<file path="src/rtl/frame_capture.sv">
// frame_capture: captures one RGB565 camera frame into RGB444 frame-buffer writes.
// The camera inputs are treated as asynchronous data. They pass through two
// register stages and are edge-detected in the clk_25mhz domain.
// Optional build macro FRAME_CAPTURE_TEST_PATTERN_EN replaces the pixel data
// with a coordinate-derived pattern. Timing, addressing and FSM are unchanged.
module frame_capture #(
  parameter int H_ACTIVE = 640,
  parameter int V_ACTIVE = 480
) (
  input  logic        clk_25mhz,
  input  logic        CPU_RESETN,
  input  logic        start,
  input  logic        cam_pclk,
  input  logic        cam_vsync,
  input  logic        cam_href,
  input  logic [7:0]  cam_data,
  output logic [18:0] memory_write_addr,
  output logic [11:0] memory_write_data,
  output logic        memory_write_enable,
  output logic        busy,
  output logic        done
);

  // Counters are at least 10 bits wide so the pattern can always slice col[9:6] / row[8:5].
  localparam int CW = ($clog2(H_ACTIVE + 1) > 10) ? $clog2(H_ACTIVE + 1) : 10;
  localparam int RW = ($clog2(V_ACTIVE + 1) > 10) ? $clog2(V_ACTIVE + 1) : 10;

  localparam logic [CW-1:0] H_LIM  = CW'(H_ACTIVE);
  localparam logic [RW-1:0] V_LIM  = RW'(V_ACTIVE);
  localparam logic [18:0]   H_STEP = 19'(H_ACTIVE);

  localparam logic [1:0] S_IDLE       = 2'd0;
  localparam logic [1:0] S_WAIT_FRAME = 2'd1;
  localparam logic [1:0] S_CAPTURE    = 2'd2;
  localparam logic [1:0] S_DONE       = 2'd3;

  // Synchronizer stages; *_s3 holds the previous second-stage value for edge detection.
  logic       pclk_s1_q,  pclk_s1_d;
  logic       pclk_s2_q,  pclk_s2_d;
  logic       pclk_s3_q,  pclk_s3_d;
  logic       vsync_s1_q, vsync_s1_d;
  logic       vsync_s2_q, vsync_s2_d;
  logic       vsync_s3_q, vsync_s3_d;
  logic       href_s1_q,  href_s1_d;
  logic       href_s2_q,  href_s2_d;
  logic       href_s3_q,  href_s3_d;
  logic [7:0] data_s1_q,  data_s1_d;
  logic [7:0] data_s2_q,  data_s2_d;

  // Capture state.
  logic [1:0]    state_q, state_d;
  logic [RW-1:0] row_q, row_d;
  logic [CW-1:0] col_q, col_d;
  logic          phase_q, phase_d;
  logic [7:0]    hi_q, hi_d;
  logic [18:0]   line_base_q, line_base_d;

  // Registered write port.
  logic          we_q, we_d;
  logic [18:0]   addr_q, addr_d;
  logic [11:0]   wdata_q, wdata_d;

  // Edge detections and pixel formatting.
  logic          pclk_evt;
  logic          vsync_fall;
  logic          vsync_rise;
  logic          href_fall;
  logic          in_window;
  logic [11:0]   pixel;

  // Edge detection on the synchronized camera signals.
  always_comb begin
    pclk_evt   = pclk_s2_q & ~pclk_s3_q;
    vsync_fall = vsync_s3_q & ~vsync_s2_q;
    vsync_rise = vsync_s2_q & ~vsync_s3_q;
    href_fall  = href_s3_q & ~href_s2_q;
    in_window  = (col_q < H_LIM) && (row_q < V_LIM);
  end

  // Pixel value presented on the strobe that follows a low-byte event.
`ifdef FRAME_CAPTURE_TEST_PATTERN_EN
  always_comb begin
    pixel = {col_q[9:6], col_q[9:6], row_q[8:5]};
  end
`else
  always_comb begin
    pixel = {hi_q[7:4], hi_q[2:0], data_s2_q[7], data_s2_q[4:1]};
  end
`endif

  // Next values for the synchronizer chains.
  always_comb begin
    pclk_s1_d  = cam_pclk;
    pclk_s2_d  = pclk_s1_q;
    pclk_s3_d  = pclk_s2_q;
    vsync_s1_d = cam_vsync;
    vsync_s2_d = vsync_s1_q;
    vsync_s3_d = vsync_s2_q;
    href_s1_d  = cam_href;
    href_s2_d  = href_s1_q;
    href_s3_d  = href_s2_q;
    data_s1_d  = cam_data;
    data_s2_d  = data_s1_q;
  end

  // FSM, counters and write-port next state.
  always_comb begin
    state_d     = state_q;
    row_d       = row_q;
    col_d       = col_q;
    phase_d     = phase_q;
    hi_d        = hi_q;
    line_base_d = line_base_q;
    we_d        = 1'b0;
    addr_d      = addr_q;
    wdata_d     = wdata_q;

    case (state_q)
      S_IDLE, S_DONE: begin
        if (start) begin
          state_d     = S_WAIT_FRAME;
          row_d       = '0;
          col_d       = '0;
          phase_d     = 1'b0;
          line_base_d = '0;
        end
      end

      S_WAIT_FRAME: begin
        if (vsync_fall) begin
          state_d = S_CAPTURE;
        end
      end

      S_CAPTURE: begin
        if (vsync_rise) begin
          // Frame end has priority, so a final pixel cannot strobe in DONE.
          state_d = S_DONE;
        end else if (href_fall) begin
          // line_base tracks row*H_ACTIVE by repeated addition instead of a multiply.
          if (row_q < V_LIM) begin
            row_d       = row_q + RW'(1);
            line_base_d = line_base_q + H_STEP;
          end
          col_d   = '0;
          phase_d = 1'b0;
        end else if (pclk_evt && href_s2_q) begin
          if (!phase_q) begin
            hi_d    = data_s2_q;
            phase_d = 1'b1;
          end else begin
            phase_d = 1'b0;
            if (in_window) begin
              we_d    = 1'b1;
              addr_d  = line_base_q + 19'(col_q);
              wdata_d = pixel;
            end
            if (col_q < H_LIM) begin
              col_d = col_q + CW'(1);
            end
          end
        end
      end

      default: begin
        state_d = S_IDLE;
      end
    endcase
  end

  // State registers with synchronous active-low reset.
  always_ff @(posedge clk_25mhz) begin
    if (!CPU_RESETN) begin
      pclk_s1_q   <= 1'b0;
      pclk_s2_q   <= 1'b0;
      pclk_s3_q   <= 1'b0;
      vsync_s1_q  <= 1'b0;
      vsync_s2_q  <= 1'b0;
      vsync_s3_q  <= 1'b0;
      href_s1_q   <= 1'b0;
      href_s2_q   <= 1'b0;
      href_s3_q   <= 1'b0;
      data_s1_q   <= '0;
      data_s2_q   <= '0;
      state_q     <= S_IDLE;
      row_q       <= '0;
      col_q       <= '0;
      phase_q     <= 1'b0;
      hi_q        <= '0;
      line_base_q <= '0;
      we_q        <= 1'b0;
      addr_q      <= '0;
      wdata_q     <= '0;
    end else begin
      pclk_s1_q   <= pclk_s1_d;
      pclk_s2_q   <= pclk_s2_d;
      pclk_s3_q   <= pclk_s3_d;
      vsync_s1_q  <= vsync_s1_d;
      vsync_s2_q  <= vsync_s2_d;
      vsync_s3_q  <= vsync_s3_d;
      href_s1_q   <= href_s1_d;
      href_s2_q   <= href_s2_d;
      href_s3_q   <= href_s3_d;
      data_s1_q   <= data_s1_d;
      data_s2_q   <= data_s2_d;
      state_q     <= state_d;
      row_q       <= row_d;
      col_q       <= col_d;
      phase_q     <= phase_d;
      hi_q        <= hi_d;
      line_base_q <= line_base_d;
      we_q        <= we_d;
      addr_q      <= addr_d;
      wdata_q     <= wdata_d;
    end
  end

  // Output mapping from registered state.
  always_comb begin
    memory_write_enable = we_q;
    memory_write_addr   = addr_q;
    memory_write_data   = wdata_q;
    busy                = (state_q == S_WAIT_FRAME) || (state_q == S_CAPTURE);
    done                = (state_q == S_DONE);
  end

endmodule

</file>
<file path="config.mk">
export PLATFORM = sky130hd
export DESIGN_NAME = frame_capture
export DESIGN_NICKNAME = d
export VERILOG_FILES = /design/src/rtl/frame_capture.sv
export SDC_FILE = /design/constraint.sdc
export NUM_CORES = 1
export LEC_CHECK = 0
export CORE_ASPECT_RATIO = 0.7
export CORE_MARGIN = 2
export CORE_UTILIZATION = 56
export DETAILED_ROUTE_END_ITERATION = 10
export PLACE_DENSITY = 0.79
export SYNTH_ARGS = -nofsm -noshare
export SYNTH_HDL_FRONTEND = slang
export SYNTH_SLANG_ARGS = --single-unit
export TNS_END_PERCENT = 1
</file>
<file path="constraint.sdc">
create_clock -name clk_25mhz -period 2.6 [get_ports clk_25mhz]
set_input_delay 0.52 -clock clk_25mhz [delete_from_list [all_inputs] [get_ports clk_25mhz]]
set_output_delay 0.52 -clock clk_25mhz [all_outputs]
set_load 0.02 [all_outputs]
</file>
[Word level (Yosys, flattened, before mapping)]
Cells that the tools add are included.
Storage, ports and cells
  output and inout bits: 34
  input port bits: 14
  word-level logic and storage cells: 92
  register bits after elaboration: 107
Operators by class
  reductions and logical operators: 13
  equal/unequal tests: 12
  $lt $le $gt $ge: 2
  add/sub/neg operators: 4
  bitwise operators: 14
  mux-type cells: 27
Operators with widths (count)
  2-to-1 mux 10 bit: 9
  2-to-1 mux 19 bit: 4
  case mux 10 bit (2 select lines): 2
  case mux 19 bit (2 select lines): 1
  adder 10 x 1 -> 10 bit, second input constant: 2
  adder 19 x 10 -> 19 bit: 1
  adder 19 x 10 -> 19 bit, second input constant: 1
  inequality test 2 bit, second input constant: 6
  AND reduction 6 bit: 2
  < comparator 10 bit, second input constant: 1
  < comparator 10 x 9 -> 1 bit, second input constant: 1
  NOT 1 bit: 10
  AND reduction 5 bit: 2
  inequality test 3 bit, second input constant: 3
  2-to-1 mux 1 bit: 6
  2-to-1 mux 2 bit: 3
  case mux 2 bit (3 select lines): 1
  OR reduction 6 bit: 1
  bitwise AND 1 bit: 4
  == test 2 bit, second input constant: 2
  AND reduction 4 bit: 1
  AND reduction 3 bit: 1
  == test 2 x 1 -> 1 bit, second input constant: 1
  logical AND 1 bit: 2
  5 further kinds: 5

[Logic depth before layout (Yosys ltp)]
  word-level depth: 7
  mapped depth: 9
  mapped depth without buffers: 6

[Worst setup path before layout]
Ideal clock, no wire load.
  path kind: register -> register
  start: reg state_q[0]
  end: reg row_q[2]
  data required time: 2.527 ns
  clock period less this slack: 1.883 ns
  setup slack: 0.717 ns
  setup time: 0.073 ns
  path buffers: 1
  arrival: 1.810 ns
  stages on the path, launching flop included: 8
  cells stage by stage: dfxtp_1 inv_1 ha_1 mux2_4 o211ai_4 buf_6 or4_1 a21oi_1
On the way
  cells in the longest elaborated chain, start to end: 4
  elaborated cells on any way between the ends: 11
  classes of those cells: 6 x eq/ne; 1 x mux; 4 x reduce/logical
RTL lines
  start: declaration: RTL line 51  | logic [1:0] state_q, state_d;
  start signal: assignment: RTL line 206  | state_q <= state_d;
  == test 2 bit / zero test 2 bit (equally long branches): RTL line 118  | case (state_q)
  OR reduction 2 bit: RTL line 118
  inequality test 2 bit (no line) / nonzero test 2 bit (equally long branches)
  AND reduction 5 bit (no line)
  end signal: assignment: RTL line 207  | row_q <= row_d;
  end: declaration: RTL line 52  | logic [RW-1:0] row_q, row_d;
Several ways; a longest one is shown, not always the timed one.
A chain may end at the register's enable or synchronous reset.

[Final worst setup path]
  start: reg state_q[0]
  end: out busy
On the way
  cells in the longest elaborated chain, start to end: 2
  elaborated cells on any way between the ends: 3
  classes of those cells: 2 x eq/ne; 1 x reduce/logical
RTL lines
  == test 2 x 1 -> 1 bit / == test 2 bit (equally long branches): RTL line 223  | busy = (state_q == S_WAIT_FRAME) || (state_q == S_CAPTURE);
  logical OR 1 bit *: RTL line 223
  end: declaration: RTL line 20  | output logic busy,
Every way passes the cells marked *; elsewhere a longest branch is shown, timed or not.

==> results_dict.tcl <==
set metrics [dict create \
    status "complete, no violations" \
    syn_area_mm2 0.004349 \
    tns_ns 0 \
    clkSinkCount 99 \
    h-tree-depth 3 \
    post_cts_resized 0 \
    hold_viol 0 \
    p_sw_share_pct 29.13 \
    synthFlopType "dfxtp_1" \
    holdBufCountCts 0 \
    synth_nets 506 \
    vias 3779 \
    fin_ws_ns 0.1068 \
    drt-total-wl_mm 9.651 \
    cts_buffers 9 \
    setup_violations 0 \
    synthMostInstantiatedCell "dfxtp_1" \
    syn_to_final_growth_pct 18.44 \
    p_switching_mw 1.038 \
    crit_top_cell "inv_1" \
    cts_root_buf "clkbuf_8" \
    synth_area_leader_cell "dfxtp_1" \
    tightest_slew_ns 0.9500 \
    overflow 0 \
    yosysUniqueCellTypes 52 \
    slowest_stage "clkdlybuf4s50_1" \
    crit_arrival_ns 1.97 \
    cp_data_required_time_ns 2.08 \
    crit_path_start_kind "flip-flop" \
    worstSkewPairLatency_ns 0.37 \
    yosysSeqAreaShare_pct 45.57 \
    dp_cells 604 \
    tritoncts "yes" \
    min_period_over_period_pct 95.89 \
    async_flop_share_pct 0 \
    first_pass_iters 5 \
    ys_ff_latch 99 \
    synth_edf_count 0 \
    internal_power_mw 2.525 \
    slew_headroom_pct 36.39 \
    pwr-share-clk_pct 35.5 \
    die_w_um 109.3 \
    leakage_nw 1.761 \
    ioPinCount 48 \
    die_h_um 77.73 \
    layout-drive-gt1-share_pct 7.088 \
    cp-end-kind "output pin" \
    antenna_left 0 \
    postLayoutCoreUtil_pct 69.45 \
    die_area_mm2 0.008498 \
    grt_max_degree 35 \
    crit_fanout 5 \
    postSynthCellCount 482 \
    crit_chain "inv_1 > ha_1 > inv_1 > clkdlybuf4s50_1" \
    max_freq_mhz 401.1 \
    irDropWorstVdd_uv 661.8 \
    max_cap_viol_count 0 \
    final_nets 541 \
    clk_pin_slew_ns 0.09 \
    crit_path_max_incr_delay_ns 0.63 \
    pre_cts_slack_ns 0.2001 \
    wl_per_cell_um 15.57 \
    fin_cells 620 \
    p_comb_share_pct 20.5 \
    first_global_vias 3433 \
    crit_type "flip-flop to output pin" \
    clockBufferDepth 2 \
    core-area_mm2 0.007417 \
    synth_top_area_share_pct 45.57 \
    min_period_ns 2.493 \
    syn_avg_cell_area_um2 9.023 \
    pwr-share-seq_pct 44.0 \
    vias_per_cell 6.095 \
    hold_path_class "flip-flop to flip-flop" \
    netlist_top_cells_count "99 x dfxtp_1, 55 x a21oi_1, 41 x nand3_1" \
    post-dp-hpwl_mm 6.750 \
    grt_antenna_before_repair 0 \
    synth.top_cells.by_area "dfxtp_1 46%, a21oi_1 6.3%, nand3_1 4.7%" \
    drtIter0Drc 263 \
    finClkSkew_ns 0.01199 \
    antennaDiodeCount 0 \
    post_cts_buffers 0 \
    num_rows 26 \
    rsz0062_at_grt "no" \
    grt_usage_pct 24.17 \
    initial_utilization_pct 58.64 \
    port_buffers 47 \
    yosys_warnings 0 \
    timing.final.max_slew_violations 0 \
    routabilityCongestion 0.8429 \
    powerDensity_mw_per_mm2 691.6 \
    grt_first_pass_wirelength_mm 16.15 \
    drc 0 \
]
[per-layer routing]
metal | share of wire (%) | GRT usage (%)
met3 | 6.4 | 7.143
met5 | 0 | 0
met2 | 45 | 36.23
met4 | 0.93 | 6.203
met1 | 47 | 34.04
[state kept, by name, indices dropped and copies added, names as in the netlist, 2 cells and up]
name and count:
memory_write_data 12, data_s2_q 8, row_q 10, state_q 2, hi_q 7, col_q 10, line_base_q 12, data_s1_q 8
memory_write_addr 19
[power by group through the flow]
stage               sequential [mW]  clock, mW  combinational [mW]
floorplan                      1.60          0               0.540
global placement               1.60          0               0.698
detailed placement             1.60          0               0.719
CTS                            1.57       1.28               0.723
global route                   1.57       1.34               0.795
finish                         1.57       1.27               0.731
[through the flow]
| step | area (µm²) | power, mW | hold WS [ns] |
|---|---|---|---|
| floorplan | 4349 | 2.136 | 0.4119 |
| detailed placement | 4887 | 2.321 | 0.4209 |
| global placement | 4887 | 2.299 | 0.4153 |
| global route | 5151 | 3.708 | 0.4543 |
| finish | 5151 | 3.562 | 0.4401 |
| CTS | 5151 | 3.569 | 0.4422 |
[critical path: cells and delay by family (launching register included)]
family / cells / cell delay, ns
buf+inv: 3 / 0.85
flops: 1 / 0.39
fa+ha+maj: 1 / 0.37
[cell families after synthesis]
logic type | count (synthesis) | synth area share (%)
simple gates | 170 | 22.44
compound gates | 136 | 19.30
flops | 99 | 45.57
buf+inv | 43 | 4.344
mux | 18 | 4.258
fa+ha+maj | 10 | 2.877
xor+xnor | 6 | 1.208
[cells in the final DEF, fill, tap and decap left out, types with 4 or more instances in the layout]
cell type	instances
a211oi_1	9
a21oi_1	55
and2_1	27
and3b_1	4
buf_4	10
bufinv_16	4
clkbuf_8	9
clkdlybuf4s50_1	47
dfxtp_1	99
ha_1	10
inv_1	8
mux2i_1	17
nand2_1	20
nand3_1	41
nand4_1	5
nor2_1	11
nor3_1	8
nor4_1	6
o21ai_0	36
o31ai_1	10
or3_1	18
or4_1	15
xnor2_1	6
[worst paths after layout]
path | end | cells after the start | slack [ns] | from
min | pclk_s2_q | 1 | 0.44 | pclk_s1_q
max | busy | 4 | 0.11 | state_q[0]
max reg2reg | line_base_q[18] | 7 | 0.30 | state_q[0]
min reg2reg | pclk_s2_q | 1 | 0.44 | pclk_s1_q
[cell type report]
type / count / area, µm²
Fill cell: 612 / 2266
Multi-Input combinational cell: 340 / 2183
Sequential cell: 99 / 1982
Timing Repair Buffer: 58 / 565.5
Clock inverter: 6 / 136.4
Clock buffer: 10 / 127.6
Tap cell: 98 / 122.6
Inverter: 9 / 33.78
(Power assumes the default switching activity.)
==> patch, RTL diff (same settings) <==
Take the reset off `data_s1_q`, `data_s2_q`, `hi_q`, `addr_q` and `wdata_q` and load them in a clocked block of their own.
--- a/src/rtl/frame_capture.sv
+++ b/src/rtl/frame_capture.sv
@@ -180,17 +180,12 @@
       href_s1_q   <= 1'b0;
       href_s2_q   <= 1'b0;
       href_s3_q   <= 1'b0;
-      data_s1_q   <= '0;
-      data_s2_q   <= '0;
       state_q     <= S_IDLE;
       row_q       <= '0;
       col_q       <= '0;
       phase_q     <= 1'b0;
-      hi_q        <= '0;
       line_base_q <= '0;
       we_q        <= 1'b0;
-      addr_q      <= '0;
-      wdata_q     <= '0;
     end else begin
       pclk_s1_q   <= pclk_s1_d;
       pclk_s2_q   <= pclk_s2_d;
@@ -201,18 +196,21 @@
       href_s1_q   <= href_s1_d;
       href_s2_q   <= href_s2_d;
       href_s3_q   <= href_s3_d;
-      data_s1_q   <= data_s1_d;
-      data_s2_q   <= data_s2_d;
       state_q     <= state_d;
       row_q       <= row_d;
       col_q       <= col_d;
       phase_q     <= phase_d;
-      hi_q        <= hi_d;
       line_base_q <= line_base_d;
       we_q        <= we_d;
-      addr_q      <= addr_d;
-      wdata_q     <= wdata_d;
     end
+  end
+
+  always_ff @(posedge clk_25mhz) begin
+    data_s1_q <= data_s1_d;
+    data_s2_q <= data_s2_d;
+    hi_q      <= hi_d;
+    addr_q    <= addr_d;
+    wdata_q   <= wdata_d;
   end
 
   // Output mapping from registered state.
Formal check against the unedited RTL: not equivalent (Yosys sat finds a counterexample within 10 cycles, from zero or initial values and one cycle with CPU_RESETN low; the reset may be asserted at any time).
==> patch against the unedited design <==
Wire length decreased by 22%; setup slack gained 41 ps; first-iteration DRC count shrank 31%; sequential cell count is the same; area after synthesis down 8.5%; power about the same; register-to-register slack about the same; cell area down 7.2%; critical path type unchanged; largest cell class is now registers.
==> patch: results (changes against the unedited design) <==
Run status
  • Status: finished, final reports clean

Global routing
  • Largest net degree at the start of global routing: 40 (+14%)
  • Met3 usage: 5.43% (-1.7 points)
  • GR met1 Demand/Resource: 27.1% (-6.9 points)
  • GRT Util Overall: 20.6% (-3.6 points)
  • Vias in the first global route: 2641 (-23%)
  • Met2 Use GR: 31.7% (-4.5 points)
  • Initial antenna violation count: 0 (unchanged)
  • First-pass GRT wire length: 12400 µm (-23%)

Hold path
  • WHS Path Cells: 0 (-1)
  • Hold_sp: data_s1_q[7]
  • Worst Hold Endpoint: data_s2_q[7]

Final layout
  • Register area: 2360 µm² (+19%)
  • Clk tree area frac: 4.32% (-0.81 points)
  • Layout cells sized above 1: 6.80% (-0.29 points)
  • Multi-input gate count: 217 (-36%)
  • Signal buffers: 56 (-3.4%)
  • # fillers: 491 (-20%)
  • Inverters: 9 (unchanged)
  • Clock Buffer Count: 9 (-1)
  • Net total in the final layout: 416 (-23%)
  • Data buffer area share: 11.8% (+0.80 points)
  • Area of the multi-input gates: 1500 µm² (-31%)

Route
  • Via count: 2858 (-24%)
  • WL met3: 469 µm (-24%)
  • Post-DR wirelength/cell: 15.2 µm (-2.0%)
  • Routed wl met2: 3430 µm (-22%)
  • Initial drt markers: 182 (-31%)
  • Detail Route Antenna Nets: 0 (unchanged)

Placement
  • Post-Place Worst Slack: 196 ps (-4.15 ps)
  • Routability-driven placement congestion ratio: 0.889 (+5.5%)
  • Hpwl dp: 5170 µm (-23%)
  • Post-Place Cells: 475 (-21%)

Worst setup path
  • Crit-path max cell delay: 610 ps (-20 ps)
  • CP Capture Type: output pin
  • Critical path arrival: 1930 ps (-40 ps)
  • Worst r2r dst: line_base_q[11]

Yosys
  • Sequential-to-total area share from yosys stat: 59.4% (+14 points)
  • Synth top area cells: dfxtp_1, edfxtp_1, mux2i_1
  • Number of synthesized flops with an enable pin: 38 (+38)
  • Mapped Nets: 372 (-26%)

Clocking
  • Post-CTS setup repair buffer count: 0 (unchanged)

STA
  • Max Freq: 408 MHz (+1.7%)
  • Worst Skew: 13.0 ps (+1.06 ps)
  • Max_slew headroom: 40.5% (+4.1 points)

Job
  • Max-cap violations: 0 (unchanged)

Pwr
  • Seq pwr: 1.69 mW (+8%)
  • Sw power: 1.13 mW (+8.5%)
  • Pleak: 1.68 nW (-4.5%)
  • Peak VDD IR: 589 µV (-11%)
  • Sequential share of power: 47.3% (+3.3 points)
==> patch: cell count changes after synthesis, sizes merged, moves of 16 or more <==
cell	change
nand3	-19
o21ai	-29
and2	-16
dfxtp	-38
a21oi	-37
edfxtp	+38
==> patch: logic make-up after synthesis <==
| group | count (synthesis) | share of synthesized area, % |
|---|---|---|
| mux | 16 | 4.06 |
| buf+inv | 32 | 3.24 |
| compound gates | 58 | 9.43 |
| flops | 99 | 59.4 |
| xor+xnor | 11 | 2.42 |
| simple gates | 122 | 18.3 |
| fa+ha+maj | 10 | 3.14 |
==> patch: through the flow <==
step | hold WS [ps] | area (µm²)
global route | 327 | 4780
CTS | 326 | 4780
finish | 318 | 4780
global placement | 311 | 4580
floorplan | 310 | 3990
detailed placement | 312 | 4580
==> patch: worst reg2reg max path: stages (launching register included) <==
cell and delay [ps]:
dfxtp_1 390, inv_1 90, ha_1 310, and3b_1 270, a211o_1 320, buf_12 180, or4_1 520, a21oi_1 150
